[src/rtl/posit_accum_seq.sv]
// Job sequencer in front of a pipelined posit accumulator: clear, stream terms, drain, report.
// Optional NaR early-abort path is compiled in with POSIT_ACCUM_SEQ_NAR_ABORT_EN.
module posit_accum_seq #(
  parameter int N     = 32,
  parameter int ES    = 2,
  parameter int LEN_W = 16,
  parameter int LAT   = 10
) (
  input  logic             clk,
  input  logic             rst,
  input  logic             job_valid,
  output logic             job_ready,
  input  logic [LEN_W-1:0] job_len,
  input  logic             term_valid,
  output logic             term_ready,
  input  logic [N-1:0]     term_data,
  output logic             res_valid,
  input  logic             res_ready,
  output logic [N-1:0]     res_data,
  output logic             res_inf,
  output logic             res_zero,
  output logic             acc_rst,
  output logic             acc_start,
  output logic [N-1:0]     acc_in1,
  input  logic [N-1:0]     acc_result,
  input  logic             acc_inf,
  input  logic             acc_zero,
  output logic             busy
);

  localparam int DW = (LAT > 1) ? $clog2(LAT) : 1;
  localparam logic [N-1:0] NAR = {1'b1, {(N-1){1'b0}}};

  generate
    if (ES < 0 || ES > N - 3 || LAT < 1) begin : g_param_err
      $error("posit_accum_seq: unsupported ES/LAT for this N");
    end
  endgenerate

  typedef enum logic [2:0] {
    S_IDLE,
    S_CLEAR,
    S_FEED,
    S_DRAIN,
    S_HOLD
`ifdef POSIT_ACCUM_SEQ_NAR_ABORT_EN
    , S_FLUSH
`endif
  } state_t;

  state_t           state_q, state_d;
  logic [LEN_W-1:0] len_q, len_d;
  logic [LEN_W-1:0] cnt_q, cnt_d;
  logic [DW-1:0]    drn_q, drn_d;
  logic             acc_rst_q, acc_rst_d;
  logic             acc_start_q, acc_start_d;
  logic [N-1:0]     acc_in1_q, acc_in1_d;
  logic             res_valid_q, res_valid_d;
  logic [N-1:0]     res_data_q, res_data_d;
  logic             res_inf_q, res_inf_d;
  logic             res_zero_q, res_zero_d;

  logic term_hs;
  logic last_term;

  assign job_ready = (state_q == S_IDLE);
`ifdef POSIT_ACCUM_SEQ_NAR_ABORT_EN
  assign term_ready = (state_q == S_FEED) || (state_q == S_FLUSH);
`else
  assign term_ready = (state_q == S_FEED);
`endif
  assign busy      = (state_q != S_IDLE);
  assign term_hs   = term_valid && term_ready;
  // len_q is nonzero whenever terms are taken, so len_q-1 cannot wrap
  assign last_term = (cnt_q == len_q - LEN_W'(1));

  always_comb begin
    state_d     = state_q;
    len_d       = len_q;
    cnt_d       = cnt_q;
    drn_d       = drn_q;
    acc_rst_d   = 1'b0;
    acc_start_d = 1'b0;
    acc_in1_d   = '0;
    res_valid_d = res_valid_q;
    res_data_d  = res_data_q;
    res_inf_d   = res_inf_q;
    res_zero_d  = res_zero_q;
    case (state_q)
      S_IDLE: begin
        if (job_valid) begin
          len_d   = job_len;
          cnt_d   = '0;
          drn_d   = '0;
          state_d = S_CLEAR;
        end
      end
      S_CLEAR: begin
        acc_rst_d = 1'b1;
        state_d   = (len_q == '0) ? S_DRAIN : S_FEED;
      end
      S_FEED: begin
`ifdef POSIT_ACCUM_SEQ_NAR_ABORT_EN
        if (acc_inf) begin
          if (term_hs) cnt_d = cnt_q + LEN_W'(1);
          if (term_hs && last_term) begin
            res_valid_d = 1'b1;
            res_data_d  = NAR;
            res_inf_d   = 1'b1;
            res_zero_d  = 1'b0;
            state_d     = S_HOLD;
          end else begin
            state_d = S_FLUSH;
          end
        end else
`endif
        if (term_hs) begin
          acc_start_d = 1'b1;
          acc_in1_d   = term_data;
          cnt_d       = cnt_q + LEN_W'(1);
          if (last_term) state_d = S_DRAIN;
        end
      end
      S_DRAIN: begin
        if (drn_q == DW'(LAT - 1)) begin
          res_valid_d = 1'b1;
          res_data_d  = acc_result;
          res_inf_d   = acc_inf;
          res_zero_d  = acc_zero;
          state_d     = S_HOLD;
        end else begin
          drn_d = drn_q + DW'(1);
        end
      end
      S_HOLD: begin
        if (res_ready) begin
          res_valid_d = 1'b0;
          state_d     = S_IDLE;
        end
      end
`ifdef POSIT_ACCUM_SEQ_NAR_ABORT_EN
      // Remaining terms are swallowed so the upstream stream stays aligned to job boundaries
      S_FLUSH: begin
        if (term_hs) begin
          cnt_d = cnt_q + LEN_W'(1);
          if (last_term) begin
            res_valid_d = 1'b1;
            res_data_d  = NAR;
            res_inf_d   = 1'b1;
            res_zero_d  = 1'b0;
            state_d     = S_HOLD;
          end
        end
      end
`endif
      default: state_d = S_IDLE;
    endcase
  end

  always_ff @(posedge clk) begin
    if (rst) begin
      state_q     <= S_IDLE;
      len_q       <= '0;
      cnt_q       <= '0;
      drn_q       <= '0;
      acc_rst_q   <= 1'b0;
      acc_start_q <= 1'b0;
      acc_in1_q   <= '0;
      res_valid_q <= 1'b0;
      res_data_q  <= '0;
      res_inf_q   <= 1'b0;
      res_zero_q  <= 1'b0;
    end else begin
      state_q     <= state_d;
      len_q       <= len_d;
      cnt_q       <= cnt_d;
      drn_q       <= drn_d;
      acc_rst_q   <= acc_rst_d;
      acc_start_q <= acc_start_d;
      acc_in1_q   <= acc_in1_d;
      res_valid_q <= res_valid_d;
      res_data_q  <= res_data_d;
      res_inf_q   <= res_inf_d;
      res_zero_q  <= res_zero_d;
    end
  end

  assign acc_rst   = acc_rst_q;
  assign acc_start = acc_start_q;
  assign acc_in1   = acc_in1_q;
  assign res_valid = res_valid_q;
  assign res_data  = res_data_q;
  assign res_inf   = res_inf_q;
  assign res_zero  = res_zero_q;

endmodule
[config.mk]
export PLATFORM = sky130hd
export DESIGN_NAME = posit_accum_seq
export DESIGN_NICKNAME = d
export VERILOG_FILES = /design/src/rtl/posit_accum_seq.sv
export SDC_FILE = /design/constraint.sdc
export NUM_CORES = 1
export LEC_CHECK = 0
export CAP_MARGIN = 0
export CORE_MARGIN = 2
export CORE_UTILIZATION = 25
export CTS_BUF_LIST = sky130_fd_sc_hd__clkbuf_8
export CTS_CLUSTER_DIAMETER = 80
export DETAILED_ROUTE_END_ITERATION = 12
export PLACE_DENSITY = 0.51
export SYNTH_ARGS = -nofsm -noshare
export SYNTH_HDL_FRONTEND = slang
export SYNTH_SLANG_ARGS = --single-unit
[constraint.sdc]
create_clock -name clk -period 6.3 [get_ports clk]
set_input_delay 1.26 -clock clk [delete_from_list [all_inputs] [get_ports clk]]
set_output_delay 1.26 -clock clk [all_outputs]
set_load 0.005 [all_outputs]
After elaboration in Yosys (flattened, before gate mapping)
Index checks and enable logic that the tools add are counted.
{"block": "totals", "ff_bits": 108}
{"block": "classes", "n_addsub": 3, "n_eq_ne": 12, "muxes": 18, "n_bitwise": 2, "n_reduce_logical": 15}
{"operator": "16-bit two-way mux", "n": 2}
{"operator": "16-bit case mux with 2 select lines", "n": 1}
{"operator": "16-bit by 1-bit adder with 16-bit output (second input constant)", "n": 1}
{"operator": "16-bit equality test", "n": 1}
{"operator": "16-bit zero test", "n": 1}
{"operator": "16-bit by 1-bit subtractor with 16-bit output (second input constant)", "n": 1}
{"operator": "3-bit two-way mux", "n": 5}
{"operator": "3-bit case mux with 5 select lines", "n": 1}
{"operator": "3-bit AND reduction", "n": 3}
{"operator": "4-bit two-way mux", "n": 2}
{"operator": "2-bit inequality test (second input constant)", "n": 4}
{"operator": "4-bit case mux with 2 select lines", "n": 1}
{"operator": "3-bit by 2-bit equality test with 1-bit output (second input constant)", "n": 2}
{"operator": "2-bit nonzero test", "n": 3}
{"operator": "1-bit two-way mux", "n": 5}
{"operator": "5-bit AND reduction", "n": 1}
{"operator": "4-bit by 1-bit adder with 4-bit output (second input constant)", "n": 1}
{"operator": "4-bit equality test (second input constant)", "n": 1}
{"operator": "2-bit by 1-bit inequality test with 1-bit output (second input constant)", "n": 2}
{"operator": "2-bit AND reduction", "n": 2}
{"operator": "3-bit by 1-bit equality test with 1-bit output (second input constant)", "n": 1}
{"operator": "3-bit equality test (second input constant)", "n": 1}
{"operator": "3-bit zero test", "n": 1}
{"operator": "3-bit nonzero test", "n": 1}
{"operator": "5 further kinds", "n": 6}

Logic depth before layout (Yosys ltp)
Gate-level depths: netlist (run 1).
{"block": "depth", "depth_word": 5, "depth_mapped": 8}

Worst setup path after synthesis (run 1)
No wires, ideal clock.
{"block": "synth_timing", "kind": "input-to-reg", "start": "input port rst", "end": "register state_q[0]", "setup_time_ns": 0.092, "arrival_ns": 2.540, "path_slack_ns": 3.668, "path_stages": 6, "n_path_buf": 1, "cell_sequence": "clkbuf_1 -> nor4b_1 -> o2111ai_1 -> a2111oi_4 -> nand4_1 -> o32ai_1"}
{"item": "start: declaration", "line": "10", "rtl": "input logic rst,"}
{"item": "end signal: assignment", "line": "174", "rtl": "state_q <= state_d;"}
{"item": "end: declaration", "line": "51", "rtl": "state_t state_q, state_d;"}

Worst setup path in the final report (run 1)
{"block": "layout_timing", "start": "register state_q[2]", "end": "output port term_ready"}
{"block": "layout_via", "elab_chain_len": 1}
{"item": "3-bit by 2-bit equality test with 1-bit output", "line": "70", "rtl": "assign term_ready = (state_q == S_FEED);"}
{"item": "end: declaration", "line": "15", "rtl": "output logic term_ready,"}
No other way between the ends.

==> results of run 1 <==
==> critical path, cell delays in order, from the launching register on <==
cell and delay [ns]:
dfxtp_1 0.44, or2_1 0.33, nor2_1 0.31, clkdlybuf4s50_1 0.58
==> registers in the layout, indices dropped and copies added, names as in the netlist <==
signal,cells
acc_in1,32
res_inf,1
state_q,3
cnt_q,16
acc_start,1
res_valid,1
acc_rst,1
len_q,16
drn_q,4
res_zero,1
res_data,32
==> area by class of cell <==
type                            instances  area (um2)  share of cell area
Multi-Input combinational cell        361        2010               0.319
Clock inverter                          6        62.6             0.00996
Sequential cell                       108        2160               0.344
Timing Repair Buffer                  161        1600               0.255
Tap cell                              225         282              0.0448
Clock buffer                           10         138              0.0219
Inverter                                9        33.8             0.00538
==> worst paths after layout <==
path                                      to  cells past startpoint  slack, ns
worst min register to register  res_data[26]                      2       0.46
worst max register to register    state_q[0]                      8       3.93
worst max-delay path              term_ready                      3       3.01
worst min-delay path            res_data[26]                      2       0.46
==> report_power, final <==
group	switching [mW]	internal [mW]	total (mW)
logic	0.0989	0.115	0.214
registers	0.0205	0.699	0.720
clock network	0.262	0.166	0.428
total	0.382	0.981	1.36
==> cell usage in the layout (no fill, tap or decap), types with 3 or more instances in the layout <==
cell type | Yosys | final
nor3_1 | 11 | 10
or3_1 | 6 | 6
nor2_1 | 37 | 37
and3_1 | 3 | 3
o31ai_1 | 4 | 4
ha_1 | 4 | 4
nand2_1 | 113 | 113
and2_1 | 34 | 34
nand4_1 | 7 | 7
clkdlybuf4s50_1 | 0 | 157
inv_1 | 9 | 9
xor2_1 | 15 | 15
o21ai_0 | 3 | 3
nand3_1 | 9 | 9
xnor2_1 | 20 | 20
a21oi_1 | 58 | 58
buf_4 | 1 | 3
clkbuf_8 | 0 | 10
inv_6 | 0 | 3
mux2i_1 | 5 | 5
dfxtp_1 | 108 | 108
==> routing by layer <==
metal,vias to the layer above,track usage,part of all wire
li1,1951,-,-
met1,1713,0.163,0.42
met2,137,0.205,0.45
met3,10,0.0823,0.12
met4,0,0.0365,0.012
met5,-,0,0
==> kinds of logic after synthesis <==
| logic type | Yosys count | share of synthesized area |
|---|---|---|
| buffers and inverters | 41 | 0.0382 |
| AO/OA/AOI/OAI | 79 | 0.108 |
| XOR/XNOR | 35 | 0.0708 |
| AND/OR/NAND/NOR | 238 | 0.261 |
| multiplexers | 5 | 0.0116 |
| flip-flops | 108 | 0.500 |
| adder cells (fa/ha/maj) | 4 | 0.0116 |
==> cells in the mapped netlist, types with 3 or more instances <==
cell | instances | area share
or3_1 | 6 | 0.0087
o21ai_0 | 3 | 0.0035
and2_1 | 34 | 0.049
nand4_1 | 7 | 0.010
nand2_1 | 113 | 0.098
a21oi_1 | 58 | 0.067
xor2_1 | 15 | 0.030
inv_1 | 9 | 0.0078
clkbuf_1 | 30 | 0.026
nand3_1 | 9 | 0.010
xnor2_1 | 20 | 0.040
nor2_1 | 37 | 0.032
and3_1 | 3 | 0.0043
ha_1 | 4 | 0.012
dfxtp_1 | 108 | 0.50
mux2i_1 | 5 | 0.012
nor3_1 | 11 | 0.013
o31ai_1 | 4 | 0.0069
==> impl_metrics.toml, run 1 <==
[floorplan]
die_w_um = 136
start_util = 0.253
core_area_um2 = 17100
rows = 48
fp.dieH_um = 136
io_pins = 159
die_area_um2 = 18400

[yosys]
netlist_area_um2 = 4330
synthCells = 510
ys_seq_elements = 108
yosysSeqAreaShare = 0.500
synth_nets = 601
synth_ff_type = "dfxtp_1"
synth_edf_count = 0
async_flop_share = 0
yosysUniqueCellTypes = 44
yosys_warnings = 0
synth.avg_cell_area_um2 = 8.49

[critical_path]
cp.arrival_ns = 2.03
end_kind = "primary output"
r2r-start = "len_q[0]"
crit_fanout = 11
critPathKind = "register to primary output"
cp.required_ns = 5.04
critPathLaunchType = "register"
worstSetupStartpoint = "state_q[2]"

[sta]
setup_ws_ns = 3.01
fin_crit_sh = 0.522
holdWs_ns = 0.460
relSlewSlack = 0.212
finalMaxSlewViolations = 0
fmax_ghz = 0.304
setup_violations = 0
rsz0062_at_grt = "no"
finalClockSkew_ns = 0.0228
final.setup.tns_ns = 0
layout_min_cycle_time_ns = 3.29
final_hold_viol_count = 0
worst_slew_pin_slew_ns = 1.18

[route]
drc = 0
drt_pass1_iterations = 4
drt_iter0_drc = 148
vias_per_cell = 4.33
postRouteAntennaNets = 0
wl_mm = 12.1
wire_per_inst_um = 13.7
vias = 3811

[grt]
antenna_found_initial = 0
grt_pass1_vias = 3828
overflow = 0
grt_pass1_wl_mm = 19.7
grt_max_degree = 63
grt_usage = 0.136

[clocking]
cts_hold_buf = 0
clockBufferDepth = 2
post_cts_buffers = 0
root_buffer = "clkbuf_8"
cts_buffers = 9
cts_sinks = 108
clk_pin_slew_ns = 0.10
htreeDepth = 3
cts_resized = 0
clkLatencyLatePin_ns = 0.40
cts_tree = "done"

[flow_run]
drv_cap = 0

[finish]
fin_area_um2 = 6280
nNetsFinal = 741
utilization = 0.367
drive_gt1_frac = 0.0382
insertedDiodeCount = 0
fin_cells = 880
syn2layout_area_growth_pct = 45.2
fillers = 1769

[status]
status = "finished clean"

[min_path]
hp-class = "register to register"
hold_start = "res_data[26]"

[place]
preCtsSetupSlack_ns = 3.12
post-dp-hpwl_mm = 9.16
dp_cells = 864
finalWeightedCongestion = 0.797
portBuffers = 158
place_area_um2 = 6080

[power_and_ir_drop]
power_leakage_nw = 2.16
power_density_nw_per_um2 = 217
ir_worst_vdd_uv = 147
totalPowerFinal_mw = 1.36
No activity file was read; power rests on OpenSTA's default activity.
==> run 2, diff against run 1 <==
clock period = 3.3 ns   (was 6.3 ns; I/O delays follow)
==> run 2 against run 1 <==
Net effect:
- utilization up 0.11 points
- combinational power up 93%
- sequential share of layout area down 0.10 points
- cell area up 0.30%
- clock power up 95%
- clock skew down 0.012 ns
- critical path depth down 1
- worst setup slack worse by 2.4 ns
- critical endpoint is now job_ready
- largest power group unchanged
==> impl_metrics.toml, run 2 (synthesized netlist as in run 1, its figures left out) <==
[sta]
setup_violations = 0
layout_min_cycle_time_ns = 2.66
fin_crit_sh = 0.807
finalClockSkew_ns = 0.0107
final.setup.tns_ns = 0
final_hold_viol_count = 0
relSlewSlack = 0.520
fmax_ghz = 0.375
finalMaxSlewViolations = 0
worst_slew_pin_slew_ns = 0.720
rsz0062_at_grt = "no"

[critical_path]
crit_path_cell_trace = "nor3_1, clkdlybuf4s50_1"
ff2ff_path_depth = 8
critPathSlowestCell = "clkdlybuf4s50_1"
timing.rr.end = "state_q[0]"
critPathKind = "register to primary output"
rrSetupSlack_ns = 1.05
crit_cells = 2
r2r-start = "len_q[0]"
crit_fanout = 11
cp.required_ns = 2.64
cp.buffers_inverters = 1
path_delay_family = "buffers and inverters"
max_stage_delay_ns = 0.62
worstSetupStartpoint = "state_q[2]"
endpoint = "job_ready"
cp.arrival_ns = 2.00
end_kind = "primary output"
critPathLaunchType = "register"

[route]
drt_iter0_drc = 120
drc = 0
postRouteAntennaNets = 0
wire_per_inst_um = 13.9
vias = 3903
drt_pass1_iterations = 4
vias_per_cell = 4.42
wl_mm = 12.3

[clocking]
root_buffer = "clkbuf_8"
cts_resized = 0
cts_tree = "done"
clockBufferDepth = 2
clkLatencyLatePin_ns = 0.39
cts_buffers = 9
htreeDepth = 3
post_cts_buffers = 0
clk_pin_slew_ns = 0.11
cts_sinks = 108
cts_hold_buf = 0

[finish]
final_common_cell = "clkdlybuf4s50_1"
syn2layout_area_growth_pct = 45.6
fillers = 1749
most-common-layout-cells = "157 x clkdlybuf4s50_1, 113 x nand2_1, 108 x dfxtp_1"
nNetsFinal = 743
drive_gt1_frac = 0.0411
fin_cells = 883

[floorplan]
rows = 48
core_area_um2 = 17100
die_area_um2 = 18400
die_w_um = 136
start_util = 0.253
io_pins = 159
fp.dieH_um = 136

[place]
dp_cells = 866
portBuffers = 158
finalWeightedCongestion = 0.773
post-dp-hpwl_mm = 9.28

[status]
status = "finished clean"

[power_and_ir_drop]
power_leakage_nw = 2.17
power_density_nw_per_um2 = 416
ir_worst_vdd_uv = 274

[grt]
grt_pass1_wl_mm = 19.7
antenna_found_initial = 1
grt_usage = 0.138
grt_max_degree = 62
overflow = 0
grt_pass1_vias = 3869

[flow_run]
drv_cap = 0

[min_path]
hp-class = "register to register"
==> run 2: stage by stage <==
stage / utilization / hold slack, ns / worst slack (ns) / power, mW / area [um2]
floorplan: - / 0.453 / 1.27 / 1.62 / 4330
global placement: 0.356 / 0.441 / 0.785 / 1.82 / 6100
detailed placement: 0.356 / 0.448 / 0.758 / 1.82 / 6100
CTS: 0.368 / 0.466 / 0.541 / 2.67 / 6300
global route: 0.368 / 0.483 / 0.464 / 2.77 / 6300
finish: 0.368 / 0.461 / 0.636 / 2.62 / 6300
==> run 2: report_power, final <==
| group | switching (mW) | internal [mW] |
|---|---|---|
| logic | 0.190 | 0.222 |
| registers | 0.0411 | 1.33 |
| clock network | 0.511 | 0.322 |
==> run 2: worst register-to-register path, cell delays in order (launching register included) <==
cell	delay [ns]
dfxtp_1	0.36
inv_1	0.07
ha_1	0.23
nor4b_4	0.52
nand2_2	0.11
or3_1	0.39
o311ai_1	0.10
nand4_1	0.13
o32ai_1	0.26
==> run 2: worst min-delay path by stage <==
stage / start / end / slack, ns / depth (start not counted)
6_report: res_data[4] / res_data[4] / 0.46 / 2
5_1_grt: res_data[0] / res_data[0] / 0.48 / 2
4_1_cts: res_data[4] / res_data[4] / 0.47 / 2
3_5_place_dp: res_data[19] / res_data[19] / 0.45 / 2
3_3_place_gp: res_data[8] / res_data[8] / 0.44 / 2
2_1_floorplan: res_data[0] / res_data[0] / 0.45 / 2
==> run 2: final cells by class <==
cell class                      count  area, um2  area share
Tap cell                          225        282      0.0447
Multi-Input combinational cell    361       2010       0.318
Sequential cell                   108       2160       0.343
Antenna cell                        1       2.50    0.000397
Clock inverter                      6       63.8      0.0101
Timing Repair Buffer              163       1610       0.256
Clock buffer                       10        138      0.0218
Inverter                            9       33.8     0.00536
==> run 2: metal layers <==
layer	GRT usage	up-vias	wire length, um
met3	0.0890	9	1600
met4	0.0365	0	174
li1	-	1961	-
met5	0	-	0
met1	0.156	1787	5000
met2	0.217	146	5490
